==> src/rtl/useq_pkg.sv <==
// Shared types and constants for the microprogram sequencer: FSM states,
// dispatch-table entry layout and the default opcode map.
package useq_pkg;

  localparam int USEQ_OPC_W      = 6;
  localparam int USEQ_UPC_W      = 6;
  localparam int USEQ_LEN_W      = 3;
  localparam int USEQ_FETCH_BASE = 1;
  localparam int USEQ_FETCH_LEN  = 3;
  localparam int USEQ_HALT_OPC   = 57;

  typedef enum logic [1:0] {
    ST_IDLE  = 2'd0,
    ST_FETCH = 2'd1,
    ST_EXEC  = 2'd2,
    ST_HALT  = 2'd3
  } useq_state_t;

  typedef struct packed {
    logic [USEQ_UPC_W-1:0] base;
    logic [USEQ_LEN_W-1:0] len;
    logic                  cond;
    logic [USEQ_UPC_W-1:0] alt_base;
    logic [USEQ_LEN_W-1:0] alt_len;
  } dispatch_entry_t;

  // A zero length marks an opcode with no microcode (illegal-opcode trap).
  function automatic dispatch_entry_t default_entry(input int unsigned opc);
    dispatch_entry_t e;
    e = '0;
    case (opc)
      4:  begin e.base = USEQ_UPC_W'(4);  e.len = USEQ_LEN_W'(4); end
      8:  begin e.base = USEQ_UPC_W'(8);  e.len = USEQ_LEN_W'(4); end
      12: begin e.base = USEQ_UPC_W'(12); e.len = USEQ_LEN_W'(2); end
      36: begin e.base = USEQ_UPC_W'(36); e.len = USEQ_LEN_W'(1); end
      52: begin
        e.base     = USEQ_UPC_W'(52);
        e.len      = USEQ_LEN_W'(2);
        e.cond     = 1'b1;
        e.alt_base = USEQ_UPC_W'(54);
        e.alt_len  = USEQ_LEN_W'(1);
      end
      56: begin e.base = USEQ_UPC_W'(56); e.len = USEQ_LEN_W'(1); end
      default: e = '0;
    endcase
    return e;
  endfunction

endpackage

==> src/rtl/useq_if.sv <==
// Control-side bus of the microprogram sequencer; master drives the IR/ALU
// inputs, slave is the sequencer itself.
interface useq_if
  import useq_pkg::*;
#(
  parameter int OPC_W = USEQ_OPC_W,
  parameter int UPC_W = USEQ_UPC_W
) ();

  logic             i_start;
  logic             i_stall;
  logic [OPC_W-1:0] i_ir_opcode;
  logic             i_z_flag;
  logic [UPC_W-1:0] o_upc;
  logic             o_upc_valid;
  logic             o_instr_done;
  logic             o_busy;
  logic             o_halted;
  logic             o_illegal;

  modport master (
    output i_start, i_stall, i_ir_opcode, i_z_flag,
    input  o_upc, o_upc_valid, o_instr_done, o_busy, o_halted, o_illegal
  );

  modport slave (
    input  i_start, i_stall, i_ir_opcode, i_z_flag,
    output o_upc, o_upc_valid, o_instr_done, o_busy, o_halted, o_illegal
  );

endinterface

==> src/rtl/useq_dispatch_rom.sv <==
// Combinational opcode -> dispatch entry lookup over all 2**OPC_W opcodes.
module useq_dispatch_rom
  import useq_pkg::*;
#(
  parameter int OPC_W = USEQ_OPC_W,
  parameter int UPC_W = USEQ_UPC_W,
  parameter int LEN_W = USEQ_LEN_W
) (
  input  logic [OPC_W-1:0] i_opcode,
  output logic [UPC_W-1:0] o_base,
  output logic [LEN_W-1:0] o_len,
  output logic             o_cond,
  output logic [UPC_W-1:0] o_alt_base,
  output logic [LEN_W-1:0] o_alt_len
);

  dispatch_entry_t w_entry;

  always_comb begin
    w_entry    = default_entry(32'(i_opcode));
    o_base     = UPC_W'(w_entry.base);
    o_len      = LEN_W'(w_entry.len);
    o_cond     = w_entry.cond;
    o_alt_base = UPC_W'(w_entry.alt_base);
    o_alt_len  = LEN_W'(w_entry.alt_len);
  end

endmodule

==> src/rtl/micro_sequencer.sv <==
// Microprogram sequencer: FETCH micro-sequence, opcode dispatch (with JPNZ
// alternate entry), EXEC micro-sequence, HALT park and sticky illegal trap.
module micro_sequencer
  import useq_pkg::*;
#(
  parameter int OPC_W      = USEQ_OPC_W,
  parameter int UPC_W      = USEQ_UPC_W,
  parameter int LEN_W      = USEQ_LEN_W,
  parameter int FETCH_BASE = USEQ_FETCH_BASE,
  parameter int FETCH_LEN  = USEQ_FETCH_LEN,
  parameter int HALT_OPC   = USEQ_HALT_OPC
) (
  input logic   clk,
  input logic   rst,
  useq_if.slave bus
);

  localparam int STEP_W = (LEN_W > $clog2(FETCH_LEN)) ? LEN_W : $clog2(FETCH_LEN);

  useq_state_t       r_state;
  logic [STEP_W-1:0] r_step;
  logic [UPC_W-1:0]  r_upc;
  logic [UPC_W-1:0]  r_base;
  logic [LEN_W-1:0]  r_len;
  logic              r_valid;
  logic              r_last;
  logic              r_illegal;

  logic [UPC_W-1:0]  w_base;
  logic [LEN_W-1:0]  w_len;
  logic              w_cond;
  logic [UPC_W-1:0]  w_alt_base;
  logic [LEN_W-1:0]  w_alt_len;
  logic              w_take_alt;
  logic [UPC_W-1:0]  w_sel_base;
  logic [LEN_W-1:0]  w_sel_len;
  logic [STEP_W-1:0] w_step_inc;

  useq_dispatch_rom #(
    .OPC_W (OPC_W),
    .UPC_W (UPC_W),
    .LEN_W (LEN_W)
  ) u_rom (
    .i_opcode   (bus.i_ir_opcode),
    .o_base     (w_base),
    .o_len      (w_len),
    .o_cond     (w_cond),
    .o_alt_base (w_alt_base),
    .o_alt_len  (w_alt_len)
  );

  assign w_take_alt = w_cond && !bus.i_z_flag;
  assign w_sel_base = w_take_alt ? w_alt_base : w_base;
  assign w_sel_len  = w_take_alt ? w_alt_len  : w_len;
  assign w_step_inc = r_step + STEP_W'(1);

  // r_last flags that the displayed upc is the final EXEC step of the opcode.
  always_ff @(posedge clk) begin
    if (rst) begin
      r_state   <= ST_IDLE;
      r_step    <= '0;
      r_upc     <= '0;
      r_base    <= '0;
      r_len     <= '0;
      r_valid   <= 1'b0;
      r_last    <= 1'b0;
      r_illegal <= 1'b0;
    end else begin
      case (r_state)
        ST_IDLE: begin
          if (bus.i_start) begin
            r_state <= ST_FETCH;
            r_step  <= '0;
            r_upc   <= UPC_W'(FETCH_BASE);
            r_valid <= 1'b1;
            r_last  <= 1'b0;
          end
        end
        ST_FETCH: begin
          if (!bus.i_stall) begin
            if (r_step == STEP_W'(FETCH_LEN - 1)) begin
              if (bus.i_ir_opcode == OPC_W'(HALT_OPC)) begin
                r_state <= ST_HALT;
                r_valid <= 1'b0;
                r_last  <= 1'b0;
              end else if (w_sel_len == '0) begin
                r_illegal <= 1'b1;
                r_step    <= '0;
                r_upc     <= UPC_W'(FETCH_BASE);
              end else begin
                r_state <= ST_EXEC;
                r_step  <= '0;
                r_upc   <= w_sel_base;
                r_base  <= w_sel_base;
                r_len   <= w_sel_len;
                r_last  <= (w_sel_len == LEN_W'(1));
              end
            end else begin
              r_step <= w_step_inc;
              r_upc  <= UPC_W'(FETCH_BASE) + UPC_W'(w_step_inc);
            end
          end
        end
        ST_EXEC: begin
          if (!bus.i_stall) begin
            if (r_last) begin
              r_state <= ST_FETCH;
              r_step  <= '0;
              r_upc   <= UPC_W'(FETCH_BASE);
              r_last  <= 1'b0;
            end else begin
              r_step <= w_step_inc;
              r_upc  <= r_base + UPC_W'(w_step_inc);
              r_last <= (w_step_inc == (STEP_W'(r_len) - STEP_W'(1)));
            end
          end
        end
        ST_HALT: begin
          r_valid <= 1'b0;
        end
        default: r_state <= ST_IDLE;
      endcase
    end
  end

  assign bus.o_upc        = r_upc;
  assign bus.o_upc_valid  = r_valid;
  assign bus.o_instr_done = r_last && (r_state == ST_EXEC) && !bus.i_stall;
  assign bus.o_busy       = (r_state != ST_IDLE) && (r_state != ST_HALT);
  assign bus.o_halted     = (r_state == ST_HALT);
  assign bus.o_illegal    = r_illegal;

endmodule

==> src/flat_wrapper.sv <==
// flat-port wrapper written by rule: the top's interface ports become plain ports
module micro_sequencer_flat import useq_pkg::*;
#(
  parameter int OPC_W      = USEQ_OPC_W,
  parameter int UPC_W      = USEQ_UPC_W,
  parameter int LEN_W      = USEQ_LEN_W,
  parameter int FETCH_BASE = USEQ_FETCH_BASE,
  parameter int FETCH_LEN  = USEQ_FETCH_LEN,
  parameter int HALT_OPC   = USEQ_HALT_OPC
)
  (clk, rst, bus_i_start, bus_i_stall, bus_i_ir_opcode, bus_i_z_flag, bus_o_upc, bus_o_upc_valid, bus_o_instr_done, bus_o_busy, bus_o_halted, bus_o_illegal);
  useq_if #(.OPC_W(OPC_W), .UPC_W(UPC_W)) bus_i ();
  input logic clk;
  input logic rst;
  input wire logic [$bits(bus_i.i_start)-1:0] bus_i_start;
  input wire logic [$bits(bus_i.i_stall)-1:0] bus_i_stall;
  input wire logic [$bits(bus_i.i_ir_opcode)-1:0] bus_i_ir_opcode;
  input wire logic [$bits(bus_i.i_z_flag)-1:0] bus_i_z_flag;
  output wire logic [$bits(bus_i.o_upc)-1:0] bus_o_upc;
  output wire logic [$bits(bus_i.o_upc_valid)-1:0] bus_o_upc_valid;
  output wire logic [$bits(bus_i.o_instr_done)-1:0] bus_o_instr_done;
  output wire logic [$bits(bus_i.o_busy)-1:0] bus_o_busy;
  output wire logic [$bits(bus_i.o_halted)-1:0] bus_o_halted;
  output wire logic [$bits(bus_i.o_illegal)-1:0] bus_o_illegal;
  assign bus_i.i_start = bus_i_start;
  assign bus_i.i_stall = bus_i_stall;
  assign bus_i.i_ir_opcode = bus_i_ir_opcode;
  assign bus_i.i_z_flag = bus_i_z_flag;
  assign bus_o_upc = bus_i.o_upc;
  assign bus_o_upc_valid = bus_i.o_upc_valid;
  assign bus_o_instr_done = bus_i.o_instr_done;
  assign bus_o_busy = bus_i.o_busy;
  assign bus_o_halted = bus_i.o_halted;
  assign bus_o_illegal = bus_i.o_illegal;
  micro_sequencer #(.OPC_W(OPC_W), .UPC_W(UPC_W), .LEN_W(LEN_W), .FETCH_BASE(FETCH_BASE), .FETCH_LEN(FETCH_LEN), .HALT_OPC(HALT_OPC)) u_core (.clk(clk), .rst(rst), .bus(bus_i));
endmodule
==> config.mk <==
export PLATFORM = sky130hd
export DESIGN_NAME = micro_sequencer_flat
export DESIGN_NICKNAME = d
export VERILOG_FILES = /design/src/rtl/useq_pkg.sv /design/src/rtl/useq_if.sv /design/src/rtl/useq_dispatch_rom.sv /design/src/rtl/micro_sequencer.sv /design/src/flat_wrapper.sv
export SDC_FILE = /design/constraint.sdc
export NUM_CORES = 1
export LEC_CHECK = 0
export ABC_AREA = 1
export BUFFER_PORTS_ARGS = -buffer_cell sky130_fd_sc_hd__buf_4
export CAP_MARGIN = 10
export CELL_PAD_IN_SITES_DETAIL_PLACEMENT = 1
export CELL_PAD_IN_SITES_GLOBAL_PLACEMENT = 1
export CORE_MARGIN = 5
export CORE_UTILIZATION = 29
export CTS_BUF_LIST = sky130_fd_sc_hd__clkbuf_8
export DETAILED_ROUTE_END_ITERATION = 8
export GPL_ROUTABILITY_DRIVEN = 0
export PLACE_DENSITY = 0.56
export SLEW_MARGIN = 10
export SYNTH_ARGS = -nofsm -noshare
export SYNTH_HDL_FRONTEND = slang
export SYNTH_SLANG_ARGS = --single-unit
==> constraint.sdc <==
create_clock -name clk -period 4.25 [get_ports clk]
set_input_delay 0.425 -clock clk [delete_from_list [all_inputs] [get_ports clk]]
set_output_delay 0.425 -clock clk [all_outputs]
set_load 0.01 [all_outputs]
==> results.json, run 1 <==
{
  "place_inst": 340,
  "synth_edf_count": 0,
  "worst_slew_margin_rel_pct": 69.92,
  "numPortBuffers": 21,
  "rsz0062_at_grt": "false",
  "numCtsBuffers": 3,
  "cts-resized-gates": 0,
  "critical-path-top-delay-family": "adder cells",
  "drt-wirelength-per-cell_microns": 12.69,
  "worst_slew_pin_slew_ns": 0.4507,
  "cts_max_level": 1,
  "yosysTopAreaCell": "dfxtp_1",
  "row_count": 27,
  "die_area_sq_um": 7172,
  "synth_cell_type_count": 31,
  "period_share_pct": 56.08,
  "cp_cell_sequence": "inv_1, ha_1, inv_1, ha_1, inv_1, fa_1, inv_1, nand3_1, xor2_1, o21ai_0, nand2_1, a21oi_1",
  "cellLeakagePower_nw": 0.9493,
  "yosysSeqAreaShare_pct": 27.22,
  "setup-tns-final_ns": 0,
  "cts_setup_buffers": 0,
  "drtIter0Drc": 58,
  "seqCellArea_sq_um": 440.4,
  "holdPathStages": 2,
  "synth_common_cells": "66 x nand2_1, 36 x inv_1, 24 x nor2_1",
  "postCtsHoldBufs": 0,
  "drt_first_pass_iters": 4,
  "hold_ws_ns": 0.3908,
  "peakVddDrop_uv": 181.6,
  "grt_pass1_vias": 1598,
  "pre_cts_slack_ns": 1.869,
  "final-hold-violation-count": 0,
  "crit_required_ns": 4.46,
  "rr_worst_depth": 12,
  "cap_violations": 0,
  "area_growth_pct": 18.02,
  "fmaxAchievable_mhz": 419.6,
  "crit_path_end_kind": "flop",
  "post-route-util_pct": 34.89,
  "drive_above_1_share_pct": 17.65,
  "grt_pass1_wl_microns": 7458,
  "start_util_pct": 29.56,
  "slew_viol_final": 0,
  "synthFlopType": "dfxtp_1",
  "path_common_cell": "inv_1",
  "crit_cells": 12,
  "drc_errors": 0,
  "hpwl_microns": 3568,
  "fp.dieH_microns": 84.69,
  "fin_cells": 344,
  "worst_ep_arrival_time_ns": 2.60,
  "power_density_nw_per_um2": 400.8,
  "nNetsFinal": 295,
  "path_clk_slew_ns": 0.09,
  "ys_ff_latch": 22,
  "tritoncts": "done",
  "clockRootBuffer": "clkbuf_8",
  "design.core.area_sq_um": 5473,
  "min_path_type": "in -> reg",
  "fin_skew_ns": 0.002565,
  "ys_async_sr_fraction_pct": 0,
  "slowest_stage": "dfxtp_1",
  "status": "completed",
  "worst_slack_ns": 1.867,
  "start_kind": "flop",
  "path_class": "reg -> reg",
  "yosys-top-cells-area": "dfxtp_1 27%, nand2_1 15%, inv_1 8.4%",
  "period_needed_ns": 2.383,
  "multi_input_area_sq_um": 996.0,
  "crit_fanout": 6,
  "netlist_area_sq_um": 1618,
  "drtAntennaViolNets": 0,
  "globalRoute.totalOverflow": 0,
  "finalSetupViolCount": 0,
  "syn_avg_cell_area_sq_um": 6.445,
  "dieWidth_microns": 84.69,
  "syn_nets": 273,
  "yosysWarnings": 0,
  "path_buf_inv": 4,
  "io_pins": 22,
  "groute.usage.overall_pct": 12.79,
  "antenna_cells": 0,
  "post-synth-top-count-cell": "nand2_1",
  "grt_max_degree": 17,
  "viasPerCell": 4.567,
  "clock_path_buffers": 2,
  "drt_wl_total_microns": 4366,
  "cpPeakStageDelay_ns": 0.45,
  "antenna_found_initial": 0,
  "fill_cells": 729,
  "vias": 1571,
  "clock_latency_ns": 0.27,
  "clock_sinks": 22,
  "synth_cells": 251,
  "synth_top_area_share_pct": 27.22
}
-- final timing paths --
path,start,end,slack (ns)
max reg2reg,u_core.r_step[0],u_core.bus.o_upc[5],1.87
min,rst,u_core.bus.o_upc[5],0.39
max,u_core.r_step[0],u_core.bus.o_upc[5],1.87
min reg2reg,u_core.bus.o_illegal,u_core.bus.o_illegal,0.45
-- registers in the layout (all words and copies together), names as in the netlist --
register,cells
u_core.bus.o_upc,6
u_core.r_step,3
u_core.r_len,3
u_core.r_state,2
u_core.bus.o_illegal,1
u_core.r_base,5
u_core.bus.o_upc_valid,1
u_core.r_last,1
-- routing by layer --
metal,up-vias,global-route usage [%],part of all wire [%]
met4,0,3.453,0.85
met5,-,0,0
met2,11,22.56,50
li1,828,-,-
met1,728,16.33,47
met3,4,1.570,1.7
-- kinds of logic (layout without fill, tap and decap cells) --
| logic type | Yosys count | in the layout | synth area share [%] |
|---|---|---|---|
| buffers and inverters | 45 | 66 | 11.21 |
| and+or+nand+nor | 137 | 137 | 40.14 |
| xor gates and xnor gates | 4 | 4 | 2.166 |
| AOI/OAI and AO/OA | 32 | 32 | 10.29 |
| adders and majority gates | 11 | 11 | 8.971 |
| DFF | 22 | 22 | 27.22 |
-- final cells by class --
| cell class | instances | share of cell area (%) |
|---|---|---|
| Sequential cell | 22 | 23.07 |
| Timing Repair Buffer | 21 | 8.257 |
| Clock buffer | 3 | 2.163 |
| Inverter | 41 | 8.060 |
| Tap cell | 72 | 4.718 |
| Multi-Input combinational cell | 184 | 52.16 |
| Clock inverter | 1 | 1.573 |
-- power by group --
group | internal (mW) | switching (mW)
clock network | 0.126 | 0.0810
registers | 0.231 | 0.0176
logic | 0.105 | 0.205
-- layout by cell type (no fill, tap or decap), types with 2 or more instances in the layout --
cell,netlist,routed
a21oi_1,18,18
buf_4,1,21
clkbuf_8,0,3
dfxtp_1,22,22
ha_1,10,10
inv_1,36,36
inv_2,4,4
nand2_1,66,66
nand2_2,5,5
nand3_1,18,18
nand3b_1,2,2
nand4_1,4,4
nor2_1,24,24
nor2_2,6,6
nor2_4,2,2
nor3_1,5,5
o21ai_0,11,11
xnor2_1,2,2
xor2_1,2,2
-- stage by stage --
stage	instance area [sq um]	total power, mW
finish	1909	0.7652
CTS	1909	0.7768
floorplan	1618	0.4684
detailed placement	1838	0.5699
global placement	1838	0.5723
global route	1909	0.8245
(Power assumes the default switching activity.)
==> run 2, diff against run 1 <==
--- a/config.mk
+++ b/config.mk
@@ -15,7 +15,7 @@
 export CTS_BUF_LIST = sky130_fd_sc_hd__clkbuf_8
 export DETAILED_ROUTE_END_ITERATION = 8
 export GPL_ROUTABILITY_DRIVEN = 0
-export PLACE_DENSITY = 0.56
+export PLACE_DENSITY = 0.59
 export SLEW_MARGIN = 10
 export SYNTH_ARGS = -nofsm -noshare
 export SYNTH_HDL_FRONTEND = slang
==> constraint.sdc (replaced) <==
create_clock -name clk -period 2.1 [get_ports clk]
set_input_delay 0.21 -clock clk [delete_from_list [all_inputs] [get_ports clk]]
set_output_delay 0.21 -clock clk [all_outputs]
set_load 0.01 [all_outputs]
==> run 2 against run 1 <==
  * Fmax increased by 20%
  * Clock power grew 100%
  * Sequential share of layout area is 1.7 points lower
  * Die area unchanged
  * Total power is 120% higher
  * Via count up 3.8%
  * Largest power group unchanged
  * Critical path depth is 4 lower
  * Combinational power rose by 140%
==> results.json, run 2 (synthesized netlist as in run 1, its figures left out) <==
{
  "start_kind": "flop",
  "status": "completed",
  "p_sw_mw": 0.6351,
  "start_util_pct": 29.56,
  "hold_end": "u_core.bus.o_upc[5]",
  "post-route-util_pct": 37.84,
  "place_inst": 354,
  "finalSetupViolCount": 0,
  "io_pins": 22,
  "drtIter0Drc": 42,
  "row_count": 27,
  "largest_reg_flops": 6,
  "grt_pass1_vias": 1655,
  "worst_slack_ns": 0.1220,
  "groute.usage.overall_pct": 14.06,
  "power_density_nw_per_um2": 799.6,
  "drt_first_pass_iters": 6,
  "fmaxAchievable_mhz": 505.5,
  "dieWidth_microns": 84.69,
  "design.core.area_sq_um": 5473,
  "final-hold-violation-count": 0,
  "rsz0062_at_grt": "false",
  "p_int_mw": 1.021,
  "grt_pass1_wl_microns": 8183,
  "clock_path_buffers": 2,
  "netSwitchingFraction_pct": 38.35,
  "pre_cts_slack_ns": 0.009626,
  "viasPerCell": 4.540,
  "worst_slew_margin_rel_pct": 68.79,
  "drt-wirelength-per-cell_microns": 13.10,
  "min_path_type": "in -> reg",
  "holdPathStages": 2,
  "vias": 1630,
  "crit_fanout": 5,
  "drt_wl_total_microns": 4702,
  "worst_slew_pin_slew_ns": 0.4676,
  "cts_max_level": 1,
  "period_needed_ns": 1.978,
  "drtAntennaViolNets": 0,
  "cellLeakagePower_nw": 1.021,
  "drive_above_1_share_pct": 26.48,
  "hold_start": "rst",
  "power.share.clock_pct": 25.0,
  "antenna_cells": 0,
  "cap_violations": 0,
  "nNetsFinal": 310,
  "p_comb_share_pct": 44.9,
  "area_growth_pct": 28.00,
  "clock_latency_ns": 0.27,
  "postCtsHoldBufs": 0,
  "path_clk_slew_ns": 0.09,
  "drc_errors": 0,
  "rr_worst_depth": 8,
  "clock_sinks": 22,
  "rr_endpoint": "u_core.bus.o_upc[2]",
  "hpwl_microns": 3867,
  "slew_viol_final": 0,
  "fin_skew_ns": 0.005676,
  "p_seq_share_pct": 30.0,
  "reg2reg_from": "u_core.r_step[0]",
  "final_cell_mix": "66 x nand2_1, 36 x buf_4, 32 x inv_1",
  "crit_required_ns": 2.31,
  "globalRoute.totalOverflow": 0,
  "r2r_setup_slack_ns": 0.12,
  "crit_path_end_kind": "flop",
  "fp.dieH_microns": 84.69,
  "antenna_found_initial": 0,
  "period_share_pct": 94.19,
  "clockRootBuffer": "clkbuf_8",
  "path_class": "reg -> reg",
  "tritoncts": "done",
  "numPortBuffers": 21,
  "fin_cells": 359,
  "die_area_sq_um": 7172,
  "final_common_cell": "nand2_1",
  "numCtsBuffers": 3,
  "grt_max_degree": 17,
  "worst_ep_arrival_time_ns": 2.19,
  "peakVddDrop_uv": 380.4,
  "setup-tns-final_ns": 0
}
==> run 2: changes by cell type in the layout (fill, tap and decap cells not counted), sizes merged <==
cell  before  now
buf       21   36
==> run 2: worst max-delay path: stages, from the launching register on <==
cell,delay [ns]
dfxtp_2,0.33
buf_4,0.15
ha_2,0.22
xnor2_4,0.21
fa_2,0.46
or2_2,0.30
nand3_1,0.09
nand2_1,0.05
a21oi_1,0.11
==> run 2: how the worst max path moves through the flow <==
stage                           from                  end  slack [ns]  cells after the start
floorplan           u_core.r_step[0]  u_core.bus.o_upc[5]        0.02                     12
global placement    u_core.r_step[0]  u_core.bus.o_upc[2]        0.09                      8
detailed placement  u_core.r_step[0]  u_core.bus.o_upc[4]        0.01                     12
CTS                 u_core.r_step[0]  u_core.bus.o_upc[5]        0.04                     12
global route        u_core.r_step[0]  u_core.bus.o_upc[2]        0.02                      8
finish              u_core.r_step[0]  u_core.bus.o_upc[2]        0.12                      8
==> run 2: what timing repair did <==
action	in CTS	in global routing
pin swaps	0	2
buffers inserted	0	1
resized for setup	1	14
endpoints found under the setup margin	1	4
==> run 2: cell type report <==
type                    count  area [sq um]
clock inverters             1         30.03
multi-input cells         184          1042
inverters                  41         153.9
flip-flops and latches     22         442.9
fillers                   741          3402
well taps                  72         90.09
repair buffers             36         270.3
clock buffers               3         41.29
==> run 2: power by group through the flow <==
stage / combinational (mW) / clock, mW / sequential [mW]
6_report: 0.744 / 0.414 / 0.497
5_1_grt: 0.849 / 0.447 / 0.507
4_1_cts: 0.746 / 0.423 / 0.498
3_5_place_dp: 0.740 / 0 / 0.508
3_3_place_gp: 0.735 / 0 / 0.505
2_1_floorplan: 0.433 / 0 / 0.516
==> run 2: per-layer routing <==
| layer | global-route usage [%] | part of all wire (%) | up-vias |
|---|---|---|---|
| li1 | - | - | 855 |
| met1 | 18.20 | 47 | 746 |
| met2 | 23.91 | 48 | 22 |
| met3 | 2.944 | 3.6 | 7 |
| met4 | 3.165 | 1.4 | 0 |
| met5 | 0 | 0 | - |
==> run 2: per-stage QoR <==
stage | hold slack (ns) | total power, mW | area [sq um]
after floorplan | 0.4159 | 0.9495 | 1619
after global placement | 0.4447 | 1.239 | 1944
after detailed placement | 0.4464 | 1.248 | 1944
after CTS | 0.1809 | 1.667 | 2023
after global routing | 0.1689 | 1.803 | 2071
final | 0.1765 | 1.656 | 2071
